### src/rtl/ctrl_pipe.sv
// ctrl_pipe: E/M/W control-bit pipeline registers for the 5-stage MIPS datapath.
// Define CTRL_LOAD_USE_EN to enable the internal load-use interlock (stall_req).
module ctrl_pipe #(
   parameter int ALUC_W = 8,
   parameter int REG_W  = 5
) (
   input  logic              clk,
   input  logic              rst,
   input  logic              valid_d,
   input  logic              memtoreg_d,
   input  logic              memwrite_d,
   input  logic              alusrc_d,
   input  logic              regdst_d,
   input  logic              regwrite_d,
   input  logic              write_al_d,
   input  logic [ALUC_W-1:0] alucontrol_d,
   input  logic [REG_W-1:0]  rs_d,
   input  logic [REG_W-1:0]  rt_d,
   input  logic [REG_W-1:0]  rd_d,
   input  logic              stall_e,
   input  logic              stall_m,
   input  logic              flush_e,
   output logic              alusrc_e,
   output logic              regdst_e,
   output logic              memtoreg_e,
   output logic              regwrite_e,
   output logic [ALUC_W-1:0] alucontrol_e,
   output logic [REG_W-1:0]  writereg_e,
   output logic              memwrite_m,
   output logic              memtoreg_m,
   output logic              regwrite_m,
   output logic [REG_W-1:0]  writereg_m,
   output logic              memtoreg_w,
   output logic              regwrite_w,
   output logic [REG_W-1:0]  writereg_w,
   output logic              valid_e,
   output logic              valid_m,
   output logic              valid_w,
   output logic              stall_req
);

`ifdef CTRL_LOAD_USE_EN
   localparam logic LOAD_USE_EN = 1'b1;
`else
   localparam logic LOAD_USE_EN = 1'b0;
`endif

   localparam logic [REG_W-1:0] LINK_REG = REG_W'(31);

   typedef struct packed {
      logic              valid;
      logic              memtoreg;
      logic              memwrite;
      logic              alusrc;
      logic              regdst;
      logic              regwrite;
      logic              write_al;
      logic [ALUC_W-1:0] alucontrol;
      logic [REG_W-1:0]  rt;
      logic [REG_W-1:0]  rd;
   } e_stage_t;

   typedef struct packed {
      logic              valid;
      logic              memtoreg;
      logic              memwrite;
      logic              regwrite;
      logic [REG_W-1:0]  writereg;
   } m_stage_t;

   typedef struct packed {
      logic              valid;
      logic              memtoreg;
      logic              regwrite;
      logic [REG_W-1:0]  writereg;
   } w_stage_t;

   e_stage_t e_reg, e_next, d_stage;
   m_stage_t m_reg, m_next, e_to_m;
   w_stage_t w_reg, w_next, m_to_w;

   logic load_use_hit;
   logic flush_int;

   // A D slot without a real instruction enters E as an all-zero bubble.
   always_comb begin
      d_stage = '0;
      if (valid_d) begin
         d_stage.valid      = 1'b1;
         d_stage.memtoreg   = memtoreg_d;
         d_stage.memwrite   = memwrite_d;
         d_stage.alusrc     = alusrc_d;
         d_stage.regdst     = regdst_d;
         d_stage.regwrite   = regwrite_d;
         d_stage.write_al   = write_al_d;
         d_stage.alucontrol = alucontrol_d;
         d_stage.rt         = rt_d;
         d_stage.rd         = rd_d;
      end
   end

   assign writereg_e = e_reg.write_al ? LINK_REG :
                       (e_reg.regdst ? e_reg.rd : e_reg.rt);

   always_comb begin
      e_to_m          = '0;
      e_to_m.valid    = e_reg.valid;
      e_to_m.memtoreg = e_reg.memtoreg;
      e_to_m.memwrite = e_reg.memwrite;
      e_to_m.regwrite = e_reg.regwrite;
      e_to_m.writereg = writereg_e;
   end

   always_comb begin
      m_to_w          = '0;
      m_to_w.valid    = m_reg.valid;
      m_to_w.memtoreg = m_reg.memtoreg;
      m_to_w.regwrite = m_reg.regwrite;
      m_to_w.writereg = m_reg.writereg;
   end

   // Load in E whose destination is read by the instruction sitting in D.
   assign load_use_hit = e_reg.valid & e_reg.memtoreg & (writereg_e != '0) &
                         ((writereg_e == rs_d) | (writereg_e == rt_d));
   assign stall_req    = LOAD_USE_EN & load_use_hit;
   assign flush_int    = flush_e | stall_req;

   // stall_m freezes E and M outright, so it must win over any flush of E.
   always_comb begin
      e_next = e_reg;
      m_next = m_reg;
      w_next = m_to_w;
      if (stall_m) begin
         w_next = '0;
      end else if (flush_int) begin
         e_next = '0;
         m_next = e_to_m;
      end else if (stall_e) begin
         m_next = '0;
      end else begin
         e_next = d_stage;
         m_next = e_to_m;
      end
   end

   always_ff @(posedge clk) begin
      if (rst) begin
         e_reg <= '0;
         m_reg <= '0;
         w_reg <= '0;
      end else begin
         e_reg <= e_next;
         m_reg <= m_next;
         w_reg <= w_next;
      end
   end

   assign valid_e      = e_reg.valid;
   assign alusrc_e     = e_reg.alusrc;
   assign regdst_e     = e_reg.regdst;
   assign memtoreg_e   = e_reg.memtoreg;
   assign regwrite_e   = e_reg.regwrite;
   assign alucontrol_e = e_reg.alucontrol;

   assign valid_m      = m_reg.valid;
   assign memwrite_m   = m_reg.memwrite;
   assign memtoreg_m   = m_reg.memtoreg;
   assign regwrite_m   = m_reg.regwrite;
   assign writereg_m   = m_reg.writereg;

   assign valid_w      = w_reg.valid;
   assign memtoreg_w   = w_reg.memtoreg;
   assign regwrite_w   = w_reg.regwrite;
   assign writereg_w   = w_reg.writereg;

endmodule

### config.mk
export PLATFORM = sky130hd
export DESIGN_NAME = ctrl_pipe
export DESIGN_NICKNAME = d
export VERILOG_FILES = /design/src/rtl/ctrl_pipe.sv
export SDC_FILE = /design/constraint.sdc
export NUM_CORES = 1
export LEC_CHECK = 0
export ABC_AREA = 0
export ABC_CLOCK_PERIOD_IN_PS = 1200
export CORE_MARGIN = 2
export CORE_UTILIZATION = 41
export DETAILED_ROUTE_END_ITERATION = 7
export PLACE_DENSITY = 0.78
export SLEW_MARGIN = 20
export SYNTH_ARGS = -nofsm -noshare
export SYNTH_HDL_FRONTEND = slang
export SYNTH_SLANG_ARGS = --single-unit
export TNS_END_PERCENT = 20
### constraint.sdc
create_clock -name clk -period 1.2 [get_ports clk]
set_input_delay 0.24 -clock clk [delete_from_list [all_inputs] [get_ports clk]]
set_output_delay 0.24 -clock clk [all_outputs]
set_load 0.03 [all_outputs]
======== Yosys cells after proc, flatten, opt, wreduce, memory -nomap -nowiden ========
Index checks and enable logic that the tools add are counted.
word-level totals
  flip-flop bits (word level) ............. 42
cells by class
  muxes and demuxes ....................... 7
  bitwise operators ....................... 1
  reduce and logical (&&, ||, !) cells .... 2
  eq/ne operators ......................... 1
operators with widths
  kind                                           count
  two-way mux 25 bit                             3
  two-way mux 9 bit                              2
  two-way mux 5 bit                              2
  != test 2 x 1 -> 1 bit, second input constant  1
  AND reduction 2 bit                            1
  OR reduction 2 bit                             1
  inverter 1 bit                                 1

======== Logic depth before layout (Yosys ltp) ========
  depth in word-level cells ............... 4
  depth in mapped cells ................... 4
  depth with buffers taken out ............ 3

======== Worst setup path before layout ========
Ideal clock, no wire load.
  path kind ............................... reg2reg
  start ................................... reg e_reg, in the netlist regdst_e
  end ..................................... reg m_reg, in the netlist writereg_m[2]
  period minus slack after synthesis ...... 1.473 ns
  arrival time ............................ 1.348 ns
  cell stages (with the launch flop) ...... 5
  data required time ...................... 1.075 ns
  buffers on the path ..................... 1
  setup time .............................. 0.125 ns
  slack ................................... -0.273 ns
  path through ............................ dfxtp_1 buf_2 nor2b_1 a211o_1 o2bb2ai_1
on the way
  cells in the longest elaborated chain, start to end .. 4
ends and longest elaborated chain
  what                     RTL line  source
  start, declared          78        e_stage_t e_reg, e_next, d_stage;
  start signal, assigned   152       e_reg <= e_next;
  two-way mux 5 bit *      103       (e_reg.regdst ? e_reg.rd : e_reg.rt);
  two-way mux 5 bit *      102       assign writereg_e = e_reg.write_al ? LINK_REG :
  named net writereg_e[2]  28        output logic [REG_W-1:0] writereg_e,
  two-way mux 9 bit        138       end else if (stall_e) begin
  two-way mux 9 bit *      135       end else if (flush_int) begin
  end signal, assigned     153       m_reg <= m_next;
  end, declared            79        m_stage_t m_reg, m_next, e_to_m;
The timed path passes the listed nets; every way through them passes the cells marked *.
A chain may end at the register's enable or synchronous reset.

======== Final worst setup path ========
  start ................................... reg e_reg, in the netlist regdst_e
  end ..................................... out writereg_e[2]
on the way
  cells in the longest elaborated chain, start to end .. 2
ends and longest elaborated chain
  what               RTL line
  two-way mux 5 bit  103
  two-way mux 5 bit  102
  end, declared      28
Every way passes these cells.

==> results.json <==
{
  "status": "complete, but fails checks",
  "failed_checks": "negative setup slack",
  "startpoint_type": "register",
  "rsz0062_at_grt": "yes",
  "htreeDepth": 2,
  "grt_use_met2": 0.304,
  "vdd_ir_drop_max_mv": 0.673,
  "portBuffers": 64,
  "vias": 1473,
  "fp.dieH_um": 67.1,
  "worst_r2r_path_depth": 4,
  "grt_max_degree": 17,
  "fillers": 344,
  "fin_ws_ns": -0.252,
  "grt_pass1_vias": 1352,
  "yosys_warnings": 0,
  "cts_tree": "yes",
  "layout-drive-gt1-share": 0.289,
  "area_growth_pct": 48.7,
  "drt_first_pass_iters": 4,
  "routedWlPerCell_um": 12.5,
  "synth.net_count": 220,
  "final_cell_area_mm2": 0.00243,
  "gp_congestion": 0.791,
  "fmax_mhz": 689,
  "p_leak_nw": 0.980,
  "core-area_mm2": 0.00374,
  "cp-end-kind": "output port",
  "synth_cells": 185,
  "multi_input_area_um2": 662,
  "worstHoldEndpoint": "memtoreg_e$_SDFFE_PP0P_",
  "rr_startpoint": "regdst_e$_SDFFE_PP0P_",
  "busiest_layer": "met2",
  "timing.rr.end": "writereg_m[3]$_SDFFE_PP0N_",
  "antenna_found_initial": 0,
  "largest_reg_flops": 12,
  "arrival_ns": 1.21,
  "gr-usage-met1": 0.202,
  "period_minus_slack_ns": 1.45,
  "nNetsFinal": 290,
  "vias_per_cell": 4.85,
  "finalHoldViolations": 0,
  "die_w_um": 67.1,
  "regToRegSetupSlack_ns": 0.08,
  "clk_pin_slew_ns": 0.08,
  "final_max_slew_viol_count": 0,
  "dpl.hpwl_um": 2720,
  "cts_hold_buf": 0,
  "critPathMaxFanout": 11,
  "cellPowerDensity_mw_per_mm2": 1080,
  "cts_setup_buffers": 0,
  "clock_latency_ns": 0.29,
  "diodes": 0,
  "ant_nets": 0,
  "drc_errors": 0,
  "cts_sinks": 42,
  "ys_ff_latch": 42,
  "die_area_mm2": 0.00450,
  "setup_viol": 5,
  "avgSynthCellArea_um2": 8.83,
  "crit_required_ns": 0.96,
  "grt_overflow": 0,
  "cts_made_buffers": 5,
  "syn_area_mm2": 0.00163,
  "initial_core_util": 0.436,
  "drt_iter0_markers": 80,
  "clock_path_buffers": 2,
  "root_buffer": "clkbuf_8",
  "rows": 22,
  "place_area_mm2": 0.00232,
  "worstSetupPathType": "register to output port",
  "wl_um": 3810,
  "grt_pass1_wl_um": 5910,
  "grtUsageMet3": 0.0574,
  "fin_worst_skew_ns": 0.00701,
  "whs_path_depth": 5,
  "max_cap_viol_count": 0,
  "grtUsageTotal": 0.178,
  "regArea_um2": 845,
  "yosysSeqAreaShare": 0.515,
  "hp-class": "input pin to register",
  "finalCritPeriodShare": 1.21,
  "finalSetupTns_ns": -1.21,
  "synth_cell_types": 19,
  "ioPinCount": 71,
  "min_from": "stall_m"
}
==> Yosys cell counts <==
cell | n | area [µm²]
buf_4 | 9 | 67.6
buf_6 | 2 | 22.5
and2_1 | 8 | 50.1
nand2_1 | 33 | 124
clkbuf_1 | 5 | 18.8
dfxtp_1 | 42 | 841
or3b_1 | 4 | 35.0
o21ai_1 | 25 | 125
nor4b_4 | 1 | 23.8
buf_2 | 6 | 30.0
conb_1 | 1 | 3.75
nor3_2 | 1 | 10.0
o2bb2ai_1 | 5 | 43.8
nor2b_1 | 6 | 37.5
a21oi_1 | 29 | 145
a211o_1 | 5 | 43.8
buf_1 | 1 | 3.75
inv_2 | 1 | 3.75
nor2_1 | 1 | 3.75
==> worst max-delay path, stage by stage, from the launching register on <==
cell and delay (ns):
dfxtp_4 0.41, nor2b_1 0.06, a211o_2 0.30, buf_6 0.15
==> stage by stage <==
stage	cells	hold slack, ns	setup WS, ns	util	power (mW)
6_report	304	0.459	-0.252	0.649	2.62
2_1_floorplan	185	0.366	0.0173	-	1.59
5_1_grt	304	0.478	-0.301	0.649	2.70
4_1_cts	303	0.476	-0.264	0.645	2.62
3_5_place_dp	295	0.463	-0.381	0.619	1.77
3_3_place_gp	295	0.459	-0.370	0.619	1.77
==> repair_timing <==
| action | 4_1_cts | 5_1_grt |
|---|---|---|
| gates cloned | 0 | 1 |
| pin swaps | 1 | 1 |
| gates resized for setup | 54 | 8 |
| setup endpoints to repair | 46 | 44 |
==> final cells by class <==
class / count / share of cell area
inverters: 1 / 0.00155
clock buffers: 8 / 0.0330
well taps: 48 / 0.0247
multi-input cells: 119 / 0.273
repair buffers: 86 / 0.320
flip-flops and latches: 42 / 0.348
==> power by group <==
| part | total [mW] | internal (mW) | switching, mW |
|---|---|---|---|
| combinational | 0.326 | 0.174 | 0.152 |
| sequential | 1.42 | 1.41 | 0.0113 |
| clock | 0.873 | 0.413 | 0.460 |
| total | 2.62 | 2.00 | 0.623 |
==> worst max path at each step <==
stage,start,end,depth (start not counted)
floorplan,regdst_e$_SDFFE_PP0P_,writereg_m[2]$_SDFFE_PP0N_,4
global route,regdst_e$_SDFFE_PP0P_,writereg_e[3],3
detailed placement,regdst_e$_SDFFE_PP0P_,writereg_e[4],3
CTS,regdst_e$_SDFFE_PP0P_,writereg_e[3],3
global placement,regdst_e$_SDFFE_PP0P_,writereg_e[4],3
finish,regdst_e$_SDFFE_PP0P_,writereg_e[2],3
==> cells by family after synthesis <==
family          synth area share
flops                      0.515
compound gates             0.219
other cells              0.00230
buf+inv                   0.0896
simple gates               0.174
==> layer usage <==
metal / part of all wire / vias up / wire [µm]
li1: - / 756 / -
met1: 0.44 / 671 / 1660
met2: 0.50 / 40 / 1890
met3: 0.051 / 6 / 193
met4: 0.017 / 0 / 65
met5: 0 / - / 0
==> cell usage in the layout, fill, tap and decap left out, types with 3 or more instances in the layout <==
master and n:
clkbuf_1 3, clkdlybuf4s15_2 6, nand2_1 33, clkbuf_8 5, buf_4 40, a211o_2 5, or3b_1 4, and2_1 8
buf_6 8, nor2b_1 5, o2bb2ai_1 5, o21ai_1 25, a21oi_1 27, dfxtp_1 41, clkdlybuf4s50_1 26
No activity file was read; power rests on OpenSTA's default activity.
